$ cat src/rtl/uut_exec_wrapper.sv
// Runs one start/done core test on behalf of the autotest FSM, returning the
// core result and a start-to-done cycle count, with a hung-core timeout.
module uut_exec_wrapper #(
  parameter int unsigned IN_W    = 64,
  parameter int unsigned RES_W   = 64,
  parameter int unsigned CNT_W   = 32,
  parameter int unsigned TIMEOUT = 1048576
) (
  input  logic                   clk,
  input  logic                   rst,
  input  logic                   rst_uut,
  input  logic [IN_W-1:0]        input_to_UUT_1,
  output logic                   end_uut,
  output logic                   err_uut,
  output logic [RES_W+CNT_W-1:0] output_from_UUT_1,
  output logic                   core_rst,
  output logic                   core_start,
  output logic [IN_W-1:0]        core_data,
  input  logic                   core_done,
  input  logic [RES_W-1:0]       core_result
);

  localparam int unsigned OUT_W = RES_W + CNT_W;
  localparam logic [CNT_W-1:0] TIMEOUT_C = CNT_W'(TIMEOUT);

  typedef enum logic [2:0] {
    S_IDLE  = 3'd0,
    S_START = 3'd1,
    S_RUN   = 3'd2,
    S_DONE  = 3'd3,
    S_ERROR = 3'd4
  } state_e;

  state_e            state_q,      state_d;
  logic              core_rst_q,   core_rst_d;
  logic              core_start_q, core_start_d;
  logic [IN_W-1:0]   core_data_q,  core_data_d;
  logic              end_q,        end_d;
  logic              err_q,        err_d;
  logic [OUT_W-1:0]  out_q,        out_d;
  logic [CNT_W-1:0]  cnt_q,        cnt_d;
  logic [CNT_W-1:0]  cnt_inc_s;

  assign cnt_inc_s = cnt_q + {{(CNT_W-1){1'b0}}, 1'b1};

  // Next-state and next-output computation for the run sequencer.
  always_comb begin
    state_d      = state_q;
    core_rst_d   = core_rst_q;
    core_start_d = core_start_q;
    core_data_d  = core_data_q;
    end_d        = end_q;
    err_d        = err_q;
    out_d        = out_q;
    cnt_d        = cnt_q;
    if (rst_uut) begin
      state_d      = S_IDLE;
      core_rst_d   = 1'b1;
      core_start_d = 1'b0;
      end_d        = 1'b0;
      err_d        = 1'b0;
      out_d        = '0;
    end else begin
      case (state_q)
        S_IDLE: begin
          core_data_d  = input_to_UUT_1;
          cnt_d        = '0;
          core_rst_d   = 1'b0;
          core_start_d = 1'b1;
          state_d      = S_START;
        end
        S_START: begin
          core_rst_d   = 1'b0;
          core_start_d = 1'b0;
          state_d      = S_RUN;
        end
        S_RUN: begin
          cnt_d = cnt_inc_s;
          // A done that lands on the timeout cycle still counts as a pass.
          if (core_done) begin
            out_d   = {cnt_inc_s, core_result};
            end_d   = 1'b1;
            err_d   = 1'b0;
            state_d = S_DONE;
          end else if (cnt_inc_s == TIMEOUT_C) begin
            out_d      = {TIMEOUT_C, {RES_W{1'b0}}};
            end_d      = 1'b1;
            err_d      = 1'b1;
            core_rst_d = 1'b1;
            state_d    = S_ERROR;
          end else begin
            state_d = S_RUN;
          end
        end
        S_DONE: begin
          state_d = S_DONE;
        end
        S_ERROR: begin
          state_d = S_ERROR;
        end
        default: begin
          state_d      = S_IDLE;
          core_rst_d   = 1'b1;
          core_start_d = 1'b0;
          end_d        = 1'b0;
          err_d        = 1'b0;
          out_d        = '0;
        end
      endcase
    end
  end

  // State and registered-output flops with synchronous global reset.
  always_ff @(posedge clk) begin
    if (rst) begin
      state_q      <= S_IDLE;
      core_rst_q   <= 1'b1;
      core_start_q <= 1'b0;
      core_data_q  <= '0;
      end_q        <= 1'b0;
      err_q        <= 1'b0;
      out_q        <= '0;
      cnt_q        <= '0;
    end else begin
      state_q      <= state_d;
      core_rst_q   <= core_rst_d;
      core_start_q <= core_start_d;
      core_data_q  <= core_data_d;
      end_q        <= end_d;
      err_q        <= err_d;
      out_q        <= out_d;
      cnt_q        <= cnt_d;
    end
  end

  assign end_uut           = end_q;
  assign err_uut           = err_q;
  assign output_from_UUT_1 = out_q;
  assign core_rst          = core_rst_q;
  assign core_start        = core_start_q;
  assign core_data         = core_data_q;

endmodule

$ cat config.mk
export PLATFORM = sky130hd
export DESIGN_NAME = uut_exec_wrapper
export DESIGN_NICKNAME = d
export VERILOG_FILES = /design/src/rtl/uut_exec_wrapper.sv
export SDC_FILE = /design/constraint.sdc
export NUM_CORES = 1
export LEC_CHECK = 0
export CAP_MARGIN = 40
export CORE_ASPECT_RATIO = 1.25
export CORE_MARGIN = 2
export CORE_UTILIZATION = 46
export CTS_BUF_LIST = sky130_fd_sc_hd__clkbuf_8
export DETAILED_ROUTE_END_ITERATION = 16
export GPL_ROUTABILITY_DRIVEN = 0
export GPL_TIMING_DRIVEN = 0
export HOLD_SLACK_MARGIN = 0.06
export PLACE_DENSITY = 0.83
export SYNTH_ARGS = -nofsm -noshare
export SYNTH_HDL_FRONTEND = slang
export SYNTH_SLANG_ARGS = --single-unit
export TNS_END_PERCENT = 30
$ cat constraint.sdc
create_clock -name clk -period 4.2 [get_ports clk]
set_input_delay 0.84 -clock clk [delete_from_list [all_inputs] [get_ports clk]]
set_output_delay 0.84 -clock clk [all_outputs]
set_load 0.02 [all_outputs]
==> impl_metrics.env, run 1 <==
export IMPL_status="completed"
export IMPL_async_reset_ff_share_pct=0
export IMPL_synth_cell_type_count=53
export IMPL_syn_avg_cell_area_um2=8.83
export IMPL_path_clk_slew_ns=0.09
export IMPL_die_area_um2=18000
export IMPL_dr_first_iter_drc_count=440
export IMPL_use_met3_pct=9.49
export IMPL_io_pins=296
export IMPL_dpl_worst_slack_ns=0.121
export IMPL_antenna_cells=0
export IMPL_grt_antenna_before_repair=0
export IMPL_power_uw=3680
export IMPL_worst_slack_ns=0.278
export IMPL_setup_viol=0
export IMPL_wl_per_cell_um=16.9
export IMPL_clock_latency_ns=0.48
export IMPL_finalHoldViolCount=0
export IMPL_synthTopCellsByArea="dfxtp_1, a22o_1, nand2_1"
export IMPL_portBuffers=294
export IMPL_gr_total_overflow=0
export IMPL_drive_gt1_share_pct=4.55
export IMPL_power_per_cell_area_nw_per_um2=322
export IMPL_grt_max_degree=20
export IMPL_die_w_um=120
export IMPL_multiInputGateArea_um2=3430
export IMPL_busiest_layer="met2"
export IMPL_hold_path_class="flip-flop to flip-flop"
export IMPL_crit_path_start_kind="flip-flop"
export IMPL_slew_headroom_pct=48.1
export IMPL_fin_tns_setup_ns=0
export IMPL_detail_route_antenna_nets=0
export IMPL_period_needed_ns=3.92
export IMPL_synth_top_area_share_pct=51.2
export IMPL_critPathMaxFanout=10
export IMPL_synth_seq_area_share_pct=51.2
export IMPL_initial_core_util_pct=46.6
export IMPL_fmaxAchievable_ghz=0.255
export IMPL_slew_violations=0
export IMPL_crit_chain="ha_1 > buf_2 > nand3_1 > nor4_1 > buf_2 > xnor2_1 > nor4bb_1 > nand4_1 > o41ai_4 > a211oi_2 > clkbuf_1 > a22o_1"
export IMPL_grt_pass1_vias=7361
export IMPL_viasPerCell=5.37
export IMPL_postCtsHoldBufs=0
export IMPL_grt_use_met2_pct=44.2
export IMPL_arrival_ns=4.28
export IMPL_ys_ff_latch=199
export IMPL_final_nets=1331
export IMPL_placed_cells=1398
export IMPL_cts_made_buffers=17
export IMPL_synth_top_area_cell="dfxtp_1"
export IMPL_syn_area_um2=7780
export IMPL_cts_sinks=199
export IMPL_fin_skew_ns=0.0215
export IMPL_cp_slowest_cell="nor4_1"
export IMPL_root_buffer="clkbuf_8"
export IMPL_path_class="flip-flop to flip-flop"
export IMPL_slowest_delay_ns=0.53
export IMPL_finalCritPeriodShare_pct=93.4
export IMPL_cts_setup_buffers=0
export IMPL_yosys_warnings=0
export IMPL_grt_util_all_layers_pct=26.0
export IMPL_num_vias=7679
export IMPL_syn_num_nets=1016
export IMPL_first_pass_iters=5
export IMPL_dieHeight_um=149
export IMPL_dp_hpwl_mm=18.2
export IMPL_p_leak_uw=0.00421
export IMPL_netlist_instances=882
export IMPL_num_rows=53
export IMPL_tightest_slew_ns=0.776
export IMPL_finalInstanceArea_um2=11400
export IMPL_h_tree_depth=4
export IMPL_cts_tree="yes"
export IMPL_synth_edff_count=0
export IMPL_remaining_drc_errors=0
export IMPL_ff_latch_area_um2=3980
export IMPL_cts_buffer_depth=2
export IMPL_post_cts_resize_count=0
export IMPL_syn_to_final_growth_pct=46.8
export IMPL_yosysMostFrequentCell="dfxtp_1"
export IMPL_yosys_top_cells_count="dfxtp_1, nand2_1, a21oi_1"
export IMPL_yosys_most_used_dff="dfxtp_1"
export IMPL_grt_pass1_wl_mm=37.1
export IMPL_postPlaceCellArea_um2=11000
export IMPL_finalWirelength_mm=24.1
export IMPL_fillCellCount=1395
export IMPL_grt_setup_unrepaired="no"
export IMPL_cp_required_ns=4.56
export IMPL_post_layout_nonfiller_instances=1430
export IMPL_critPathMostFrequentCell="buf_2"
export IMPL_core_um2=16700
export IMPL_drv_cap=0
export IMPL_critPathCaptureType="flip-flop"
export IMPL_vdd_drop_max_mv=0.217
export IMPL_grt_met1_usage_pct=30.4
kinds of logic after synthesis:
kind of cell	after synthesis	synth area share, %
adders and majority gates	2	0.321
xor gates and xnor gates	32	3.60
DFF	199	51.2
muxes	1	0.129
AOI/OAI and AO/OA	235	21.4
buffers and inverters	86	4.74
and+or+nand+nor	327	18.6
metrics by stage:
stage               utilization (%)  hold WS, ns
floorplan                         -        0.470
global placement               65.8        0.440
detailed placement             65.9        0.446
CTS                            68.4        0.460
global route                   68.4        0.481
finish                         68.4        0.459
flip-flops by register name, indices dropped and copies added, names as in the netlist:
register           count
output_from_UUT_1     96
cnt_q                 32
end_uut                1
core_rst               1
core_start             1
core_data             64
state_q                3
err_uut                1
worst max-delay path: cells and delay by family (launching register included):
| family | cells | cell delay [ns] |
|---|---|---|
| AND/OR/NAND/NOR | 4 | 1.31 |
| adder cells (fa/ha/maj) | 1 | 0.19 |
| buffers and inverters | 3 | 0.76 |
| AO/OA/AOI/OAI | 3 | 0.88 |
| flip-flops | 1 | 0.47 |
| XOR/XNOR | 1 | 0.19 |
layout make-up:
class                      count  share of cell area (%)
buffer                        77                    2.93
sequential                   199                    34.8
multi-input combinational    597                    30.0
clock buffer                  17                    2.05
inverter                       9                   0.296
timing repair buffer         296                    25.9
clock inverter                15                    1.60
tap                          220                    2.41
cell usage in the layout, fill, tap and decap left out, drive strengths merged, types with 3 or more instances in the layout:
cell,count
a211o,3
a21oi,97
a22o,87
a22oi,8
and2,4
and3,6
and4,4
buf,17
clkbuf,79
clkdlybuf4s50,294
clkinv,4
dfxtp,199
inv,16
nand2,180
nand3,18
nand4,12
nor2,53
nor3,29
nor4,6
o21ai,11
o2bb2ai,10
or3,5
xnor2,21
xor2,11
power by group:
part           switching (uW)  internal [uW]
Sequential               22.7           1930
Clock                     727            554
Combinational             224            224
worst paths after layout:
kind	to	slack, ns	start	depth (start not counted)
min reg2reg	core_data[62]	0.46	core_data[62]	2
max reg2reg	output_from_UUT_1[76]	0.28	cnt_q[1]	12
min	core_data[62]	0.46	core_data[62]	2
max	output_from_UUT_1[76]	0.28	cnt_q[1]	12
layer usage:
metal	vias to the layer above	wire [um]
li1	3720	-
met5	-	0
met4	0	548
met3	38	2340
met2	327	11800
met1	3594	9370
Note: power is estimated with default switching activity, not from simulation.
==> run 2, diff against run 1 <==
--- a/config.mk
+++ b/config.mk
@@ -5,7 +5,6 @@
 export SDC_FILE = /design/constraint.sdc
 export NUM_CORES = 1
 export LEC_CHECK = 0
-export CAP_MARGIN = 40
 export CORE_ASPECT_RATIO = 1.25
 export CORE_MARGIN = 2
 export CORE_UTILIZATION = 46
==> run 2 against run 1 <==
- hold slack got worse by 0.0014 ns
- setup slack got worse by 0.038 ns
- core utilization fell by 0.052 points
- clock power about the same
- highest routed layer unchanged
==> impl_metrics.env, run 2 (same netlist as run 1, synthesis figures left out) <==
export IMPL_cts_made_buffers=17
export IMPL_finalInstanceArea_um2=11400
export IMPL_core_um2=16700
export IMPL_vdd_drop_max_mv=0.254
export IMPL_wl_per_cell_um=16.9
export IMPL_grt_pass1_wl_mm=36.8
export IMPL_antenna_cells=0
export IMPL_cts_buffer_depth=2
export IMPL_tightest_slew_ns=0.880
export IMPL_cts_tree="yes"
export IMPL_grt_setup_unrepaired="no"
export IMPL_critPathMaxFanout=10
export IMPL_setup_viol=0
export IMPL_hold_path_class="flip-flop to flip-flop"
export IMPL_final_nets=1329
export IMPL_arrival_ns=4.34
export IMPL_gr_total_overflow=0
export IMPL_largest_register_ffs=96
export IMPL_path_class="flip-flop to flip-flop"
export IMPL_mostFrequentLayoutCells="clkdlybuf4s50_1, dfxtp_1, nand2_1"
export IMPL_portBuffers=294
export IMPL_postPlaceCellArea_um2=11000
export IMPL_finalHoldViolCount=0
export IMPL_cts_sinks=199
export IMPL_fin_skew_ns=0.0217
export IMPL_detail_route_antenna_nets=0
export IMPL_grt_antenna_before_repair=0
export IMPL_first_pass_iters=5
export IMPL_timing_hold_ws_ns=0.457
export IMPL_cts_setup_buffers=0
export IMPL_finalWirelength_mm=24.1
export IMPL_initial_core_util_pct=46.6
export IMPL_root_buffer="clkbuf_8"
export IMPL_dr_first_iter_drc_count=422
export IMPL_drv_cap=0
export IMPL_syn_to_final_growth_pct=46.7
export IMPL_cp_required_ns=4.58
export IMPL_postCtsHoldBufs=0
export IMPL_die_w_um=120
export IMPL_dp_hpwl_mm=18.1
export IMPL_p_leak_uw=0.00423
export IMPL_io_pins=296
export IMPL_layout_commonest_cell="clkdlybuf4s50_1"
export IMPL_path_clk_slew_ns=0.10
export IMPL_die_area_um2=18000
export IMPL_slew_violations=0
export IMPL_slew_headroom_pct=41.1
export IMPL_grt_max_degree=18
export IMPL_period_needed_ns=3.96
export IMPL_grt_pass1_vias=7362
export IMPL_remaining_drc_errors=0
export IMPL_power_per_cell_area_nw_per_um2=321
export IMPL_viasPerCell=5.36
export IMPL_critPathCaptureType="flip-flop"
export IMPL_drive_gt1_share_pct=4.30
export IMPL_fmaxAchievable_ghz=0.253
export IMPL_finalCritPeriodShare_pct=94.3
export IMPL_grt_util_all_layers_pct=25.9
export IMPL_num_rows=53
export IMPL_num_vias=7654
export IMPL_h_tree_depth=4
export IMPL_crit_path_start_kind="flip-flop"
export IMPL_clock_latency_ns=0.47
export IMPL_status="completed"
export IMPL_dieHeight_um=149
-- run 2: cell types whose count changed in the layout (fill, tap and decap cells not counted), sizes merged --
cell	delta
clkinvlp	-2
buf	-2
clkbuf	+2
-- run 2: final timing paths --
path,startpoint,endpoint,slack [ns],depth (start not counted)
setup / recovery,cnt_q[1],output_from_UUT_1[77],0.24,11
hold / removal,core_data[18],core_data[18],0.46,2
setup reg to reg,cnt_q[1],output_from_UUT_1[77],0.24,11
hold reg to reg,core_data[18],core_data[18],0.46,2
-- run 2: area by class of cell --
| type | instances | area (um2) |
|---|---|---|
| flip-flops and latches | 199 | 3980 |
| inverters | 9 | 33.8 |
| well taps | 220 | 275 |
| multi-input cells | 597 | 3450 |
| repair buffers | 294 | 2940 |
| plain buffers | 77 | 335 |
| clock inverters | 13 | 144 |
| fillers | 1411 | 5290 |
| clock buffers | 19 | 262 |
-- run 2: critical path, stage by stage (launching register included) --
cell       delay, ns
dfxtp_1         0.47
ha_1            0.19
buf_2           0.19
nand3_1         0.29
nor2_1          0.62
nand3_1         0.28
o2bb2ai_1       0.20
nand4_1         0.20
o41ai_4         0.13
a211oi_2        0.54
clkbuf_1        0.58
o2bb2ai_1       0.18
-- run 2: layer usage --
metal  vias to the layer above  part of all wire, %  track usage (%)
met5                         -                    0                0
met3                        54                   10             9.22
li1                       3709                    -                -
met1                      3550                   38             29.6
met2                       341                   48             43.8
met4                         0                  3.2             11.0
-- run 2: metrics by stage --
stage	power (uW)	setup TNS, ns	setup WS, ns	util, %	std cells
detailed placement	2440	-0.207	-0.0258	65.8	1396
global placement	2440	-0.0134	-0.00798	65.8	1396
global route	3810	0	0.00780	68.4	1428
finish	3660	0	0.240	68.4	1428
CTS	3680	0	0.212	68.3	1428
floorplan	2180	0	0.657	-	882
-- run 2: timing repair --
action | 4_1_cts | 5_1_grt
pin swaps | 0 | 0
endpoints found under the setup margin | 14 | 7
resized for setup | 1 | 1
-- run 2: where the power goes --
group | leakage [uW] | switching (uW) | internal (uW)
combinational | 0.00240 | 226 | 224
clock | 0.000217 | 690 | 571
sequential | 0.00161 | 22.5 | 1930
